**config.mk**
```make
export PLATFORM = sky130hd
export DESIGN_NAME = capture_sequencer
export DESIGN_NICKNAME = d
export VERILOG_FILES = /design/src/rtl/camera_pkg.sv /design/src/rtl/ms_tick_gen.sv /design/src/rtl/capture_sequencer.sv
export SDC_FILE = /design/constraint.sdc
export NUM_CORES = 1
export LEC_CHECK = 0
export BUFFER_PORTS_ARGS = -buffer_cell sky130_fd_sc_hd__buf_2
export CAP_MARGIN = 20
export CORE_MARGIN = 8
export CORE_UTILIZATION = 45
export CTS_CLUSTER_DIAMETER = 80
export DETAILED_ROUTE_END_ITERATION = 7
export GPL_TIMING_DRIVEN = 0
export PLACE_DENSITY_LB_ADDON = 0.12
export RECOVER_POWER = 100
export SLEW_MARGIN = 30
export SYNTH_ARGS = -nofsm -noshare
export SYNTH_HDL_FRONTEND = slang
export SYNTH_SLANG_ARGS = --single-unit
```
**constraint.sdc**
```tcl
create_clock -name Clk -period 2.03 [get_ports Clk]
set_input_delay 0.406 -clock Clk [delete_from_list [all_inputs] [get_ports Clk]]
set_output_delay 0.406 -clock Clk [all_outputs]
set_load 0.05 [all_outputs]
```
**src/rtl/camera_pkg.sv**
```systemverilog
// Shared types and constants for the capture sequencer: phase enum,
// exposure clamp limits, and the fixed readout control pattern.
package camera_pkg;

  typedef enum logic [1:0] {
    S_IDLE,
    S_ERASE,
    S_EXPOSE,
    S_READOUT
  } state_t;

  localparam logic [4:0] EXP_MIN   = 5'd2;
  localparam logic [4:0] EXP_MAX   = 5'd30;
  localparam logic [4:0] EXP_RESET = 5'd15;

  localparam int READOUT_STEPS = 8;

  // Pixel-array read controls for one readout step (NRE lines active low)
  typedef struct packed {
    logic nre_1;
    logic nre_2;
    logic adc;
  } readout_t;

  // Keep the exposure inside the range the sensor supports
  function automatic logic [4:0] clamp_exp(input logic [4:0] t);
    if (t < EXP_MIN)
      return EXP_MIN;
    else if (t > EXP_MAX)
      return EXP_MAX;
    else
      return t;
  endfunction

  // Row 1 is read in steps 0-2, row 2 in steps 4-6, ADC strobes mid-row
  function automatic readout_t readout_pattern(input logic [2:0] step);
    readout_t p;
    p.nre_1 = 1'b1;
    p.nre_2 = 1'b1;
    p.adc   = 1'b0;
    case (step)
      3'd0, 3'd2: p.nre_1 = 1'b0;
      3'd1: begin
        p.nre_1 = 1'b0;
        p.adc   = 1'b1;
      end
      3'd4, 3'd6: p.nre_2 = 1'b0;
      3'd5: begin
        p.nre_2 = 1'b0;
        p.adc   = 1'b1;
      end
      default: ;
    endcase
    return p;
  endfunction

endpackage

```
**src/rtl/ms_tick_gen.sv**
```systemverilog
// Millisecond prescaler: one-cycle Tick every TICK_DIV clocks while Clear
// is low. Clear (or Reset low) restarts the count so the first tick after
// release arrives exactly TICK_DIV cycles later.
module ms_tick_gen #(
  parameter int TICK_DIV = 1
) (
  input  logic Clk,
  input  logic Reset,
  input  logic Clear,
  output logic Tick
);

  localparam int CW = (TICK_DIV > 1) ? $clog2(TICK_DIV) : 1;
  localparam logic [CW-1:0] LAST = CW'(TICK_DIV - 1);

  logic [CW-1:0] count;

  // Free-running modulo-TICK_DIV counter, held at zero while cleared
  always_ff @(posedge Clk) begin
    if (!Reset || Clear)
      count <= '0;
    else if (count == LAST)
      count <= '0;
    else
      count <= count + 1'b1;
  end

  assign Tick = !Clear && (count == LAST);

endmodule

```
**src/rtl/capture_sequencer.sv**
```systemverilog
// Image capture sequencer: Erase -> Expose -> Readout around the latched
// exposure time, plus gating of exposure register up/down requests.
// Build option: define ERASE_PHASE_EN to include the Erase phase; when it
// is undefined the capture goes straight from IDLE to EXPOSE and Erase=0.
module capture_sequencer
  import camera_pkg::*;
#(
  parameter int TICK_DIV     = 1,
  parameter int ERASE_CYCLES = 2
) (
  input  logic       Clk,
  input  logic       Reset,
  input  logic       Init,
  input  logic       Abort,
  input  logic [4:0] Exp_Time,
  input  logic       Exp_Increase,
  input  logic       Exp_Decrease,
  output logic       Exp_Increase_Out,
  output logic       Exp_Decrease_Out,
  output logic       Erase,
  output logic       Expose,
  output logic       NRE_1,
  output logic       NRE_2,
  output logic       ADC,
  output logic       Busy,
  output logic       Done
);

  if (TICK_DIV < 1 || ERASE_CYCLES < 1) begin : g_param_check
    $error("capture_sequencer: TICK_DIV and ERASE_CYCLES must be >= 1");
  end

  localparam logic [2:0] LAST_STEP = 3'(READOUT_STEPS - 1);

  state_t     state;
  logic [4:0] latched_time;
  logic [4:0] ms_cnt;
  logic [2:0] step;
  logic       ms_clear;
  logic       ms_tick;

`ifdef ERASE_PHASE_EN
  localparam int EW = (ERASE_CYCLES > 1) ? $clog2(ERASE_CYCLES) : 1;
  localparam logic [EW-1:0] LAST_ERASE = EW'(ERASE_CYCLES - 1);
  logic [EW-1:0] erase_cnt;
`else
  assign Erase = 1'b0;
`endif

  // The prescaler only runs during exposure so each phase starts aligned
  assign ms_clear = (state != S_EXPOSE);

  ms_tick_gen #(
    .TICK_DIV(TICK_DIV)
  ) u_ms_tick (
    .Clk  (Clk),
    .Reset(Reset),
    .Clear(ms_clear),
    .Tick (ms_tick)
  );

  // Capture FSM with registered phase outputs set on the entering edge
  always_ff @(posedge Clk) begin
    if (!Reset) begin
      state        <= S_IDLE;
      latched_time <= EXP_RESET;
      ms_cnt       <= '0;
      step         <= '0;
`ifdef ERASE_PHASE_EN
      erase_cnt    <= '0;
      Erase        <= 1'b0;
`endif
      Expose       <= 1'b0;
      NRE_1        <= 1'b1;
      NRE_2        <= 1'b1;
      ADC          <= 1'b0;
      Done         <= 1'b0;
    end else begin
      Done <= 1'b0;
      if (state != S_IDLE && Abort) begin
        state  <= S_IDLE;
        ms_cnt <= '0;
        step   <= '0;
`ifdef ERASE_PHASE_EN
        erase_cnt <= '0;
        Erase     <= 1'b0;
`endif
        Expose <= 1'b0;
        NRE_1  <= 1'b1;
        NRE_2  <= 1'b1;
        ADC    <= 1'b0;
      end else begin
        case (state)
          S_IDLE: begin
            if (Init) begin
              latched_time <= clamp_exp(Exp_Time);
              ms_cnt       <= '0;
              step         <= '0;
`ifdef ERASE_PHASE_EN
              state        <= S_ERASE;
              erase_cnt    <= '0;
              Erase        <= 1'b1;
`else
              state        <= S_EXPOSE;
              Expose       <= 1'b1;
`endif
            end
          end
`ifdef ERASE_PHASE_EN
          S_ERASE: begin
            if (erase_cnt == LAST_ERASE) begin
              state     <= S_EXPOSE;
              erase_cnt <= '0;
              Erase     <= 1'b0;
              Expose    <= 1'b1;
            end else begin
              erase_cnt <= erase_cnt + 1'b1;
            end
          end
`endif
          S_EXPOSE: begin
            if (ms_tick) begin
              if (ms_cnt == latched_time - 5'd1) begin
                state  <= S_READOUT;
                ms_cnt <= '0;
                Expose <= 1'b0;
                step   <= '0;
                {NRE_1, NRE_2, ADC} <= readout_pattern(3'd0);
              end else begin
                ms_cnt <= ms_cnt + 5'd1;
              end
            end
          end
          S_READOUT: begin
            if (step == LAST_STEP) begin
              state <= S_IDLE;
              step  <= '0;
              NRE_1 <= 1'b1;
              NRE_2 <= 1'b1;
              ADC   <= 1'b0;
              Done  <= 1'b1;
            end else begin
              step <= step + 3'd1;
              {NRE_1, NRE_2, ADC} <= readout_pattern(step + 3'd1);
            end
          end
          default: state <= S_IDLE;
        endcase
      end
    end
  end

  // Exposure setting may only move while idle with no capture starting
  assign Exp_Increase_Out = Exp_Increase & (state == S_IDLE) & ~Init;
  assign Exp_Decrease_Out = Exp_Decrease & (state == S_IDLE) & ~Init & ~Exp_Increase;

  assign Busy = (state != S_IDLE);

endmodule

```
==> results.sh <==
export IMPL_status="complete, no violations"
export IMPL_yosys_warnings=0
export IMPL_fin_nets=177
export IMPL_htree_levels=1
export IMPL_arrival_ps=1510
export IMPL_vias=1052
export IMPL_powerDensity_nw_per_um2=590.7
export IMPL_fp_dieArea_um2=4418
export IMPL_synth_top_area_frac=0.3668
export IMPL_clock_path_buffers=2
export IMPL_holdCritPathClass="in -> reg"
export IMPL_viasPerCell=5.596
export IMPL_critPathMaxStageDelay_ps=320
export IMPL_final_area_um2=1330
export IMPL_clock_sinks=21
export IMPL_post_cts_buffers=0
export IMPL_cts_root_buf="clkbuf_4"
export IMPL_yosysUniqueCellTypes=42
export IMPL_yosysMostFrequentCell="nand2_1"
export IMPL_syn_area_um2=1146
export IMPL_yosysTopAreaCell="dfxtp_1"
export IMPL_wirelength_um=2719
export IMPL_grt_pass1_wl_um=4581
export IMPL_r2r_slack_ps=130
export IMPL_fin_skew_ps=1.493
export IMPL_path_class="reg -> out"
export IMPL_r2r_end="ms_cnt[4]"
export IMPL_worstPathRequired_ps=1620
export IMPL_cts_buffers=3
export IMPL_postSynthAreaPerCell_um2=8.490
export IMPL_hold_path_startpoint="Reset"
export IMPL_gp_congestion=0.8006
export IMPL_crit_chain="buf_2, nor2_4, inv_1, nor4b_2, buf_4"
export IMPL_hpwl_um=2074
export IMPL_setup_slack_ps=116.6
export IMPL_start_util=0.4669
export IMPL_r2r_start="latched_time[0]"
export IMPL_max_slew_margin=0.5996
export IMPL_post_place_ws_ps=63.65
export IMPL_finalSetupViolations=0
export IMPL_ys_ff_latch=21
export IMPL_synthTopCellsByCount="22 x nand2_1, 21 x dfxtp_1, 8 x nand4_1, 8 x nor2_1, 7 x ha_1"
export IMPL_antenna_cells=0
export IMPL_synth_flop_cell="dfxtp_1"
export IMPL_cts_tree="built"
export IMPL_overflow=0
export IMPL_hold_end="latched_time[1]"
export IMPL_drc=0
export IMPL_synth_edf_count=0
export IMPL_fmax_ghz=0.5226
export IMPL_final_layout_size_suffix_gt1_frac=0.1835
export IMPL_pin_count=20
export IMPL_synth_area_leaders="dfxtp_1 37%, ha_1 7.6%, nand2_1 7.2%, nand4_1 4.4%, nor2_1 2.6%"
export IMPL_grt_pass1_vias=1040
export IMPL_finalCriticalPeriod_ps=1913
export IMPL_rows=18
export IMPL_cp_slowest_cell="dfxtp_1"
export IMPL_ctsHoldBuffers=0
export IMPL_drt_pass1_iter_count=4
export IMPL_core_area_um2=2455
export IMPL_clock_latency_ps=300
export IMPL_maxSlewViolCount=0
export IMPL_wire_per_inst_um=14.46
export IMPL_port_buffers=18
export IMPL_worst_r2r_cell_count=8
export IMPL_hold_violations=0
export IMPL_maxCapViolations=0
export IMPL_dieWidth_um=66.47
export IMPL_worstMarginPinSlew_ps=603.1
export IMPL_fp_dieH_um=66.47
export IMPL_cp_end_kind="output pin"
export IMPL_placed_cell_area_um2=1289
export IMPL_ys_seq_area_frac=0.3668
export IMPL_cp_max_fo=10
export IMPL_syn_to_final_growth_pct=16.05
export IMPL_min_path_cells=2
export IMPL_critPathLaunchType="flop"
export IMPL_clk_pin_slew_worst_paths_ps=120
export IMPL_ys_async_sr_fraction=0
export IMPL_p_leak_uw=0.0005529
export IMPL_grt_usage=0.1299
export IMPL_period_share=0.9426
export IMPL_antenna_left=0
export IMPL_antenna_found_initial=0
export IMPL_grt_max_degree=12
export IMPL_irDropWorstVdd_mv=0.4691
export IMPL_drt_first_iter_violations=41
export IMPL_synth_cells=135
## worst max-delay path, delay by kind of cell, from the launching register on
family / cells / cell delay [ps]
AND/OR/NAND/NOR: 2 / 370
buffers and inverters: 3 / 510
flip-flops: 1 / 320
## final cells by class
class	count	area, um^2
timing repair buffer	18	86.33
tap	30	37.54
fill	228	1125
multi-input combinational	105	706.9
clock buffer	4	26.28
buffer	5	32.53
sequential	21	421.7
inverter	5	18.77
## cells in the final DEF (no fill, tap or decap), drive strengths merged, types with 2 or more instances in the layout
cell type	count
clkbuf	11
xor2	2
buf	16
nand2b	3
inv	5
and2	3
nor2b	2
nor3	4
o211ai	3
o31ai	4
conb	2
nor2	8
xnor2	3
nand4	8
ha	7
o21ai	2
nor3b	3
a21oi	5
and2b	2
nand3	5
nand2	22
dfxtp	21
a31oi	2
## sequential cells by signal (all words and copies together), names as in the netlist
name / cells
state: 2
Done: 1
NRE_2: 1
step: 3
latched_time: 5
u_ms_tick.count: 1
ADC: 1
ms_cnt: 5
Expose: 1
NRE_1: 1
## how the worst max path moves through the flow
stage                          from                to  slack (ps)  cells after the start
floorplan                  state[0]  Exp_Decrease_Out        -240                      4
global placement    latched_time[0]          state[0]         100                      8
detailed placement  latched_time[0]          state[0]          60                      8
CTS                 latched_time[0]         ms_cnt[4]          30                      8
global route        latched_time[0]          state[0]          -4                      8
finish                     state[0]  Exp_Decrease_Out         120                      5
## cells by family (layout without fill, tap and decap cells)
logic type,after synthesis,count (layout),share of synthesized area
flip-flops,21,21,0.3668
AO/OA/AOI/OAI,25,25,0.1670
buffers and inverters,10,32,0.04476
other,1,2,0.003272
AND/OR/NAND/NOR,66,66,0.3035
adder cells (fa/ha/maj),7,7,0.07642
XOR/XNOR,5,5,0.03822
## per-stage QoR
stage	TNS (ps)	utilization	power [uW]	cells	hold slack (ps)
after floorplan	-235.5	-	542.2	136	440.3
after global placement	0	0.5250	577.8	184	454.2
after detailed placement	0	0.5250	582.0	184	466.4
after CTS	0	0.5367	787.3	188	320.7
after global routing	-3.943	0.5418	826.5	188	319.7
final	0	0.5418	785.6	188	326.3
## per-layer routing
layer	up-vias	wire length (um)	GRT usage
li1	529	-	-
met1	498	1217	0.1556
met2	23	1379	0.2147
met3	2	104	0.04362
met4	0	18	0.03733
met5	-	0	0
## where the power goes
group	total [uW]	internal, uW	switching, uW
Sequential	439	426	13.5
Clock	207	76.7	130
Combinational	139	50.1	89.3
Total	786	552	233
## repair_timing
item,CTS,global route
pin swaps,0,2
setup endpoints to repair,1,11
gates resized for setup,1,4
Note: power is estimated with default switching activity, not from simulation.
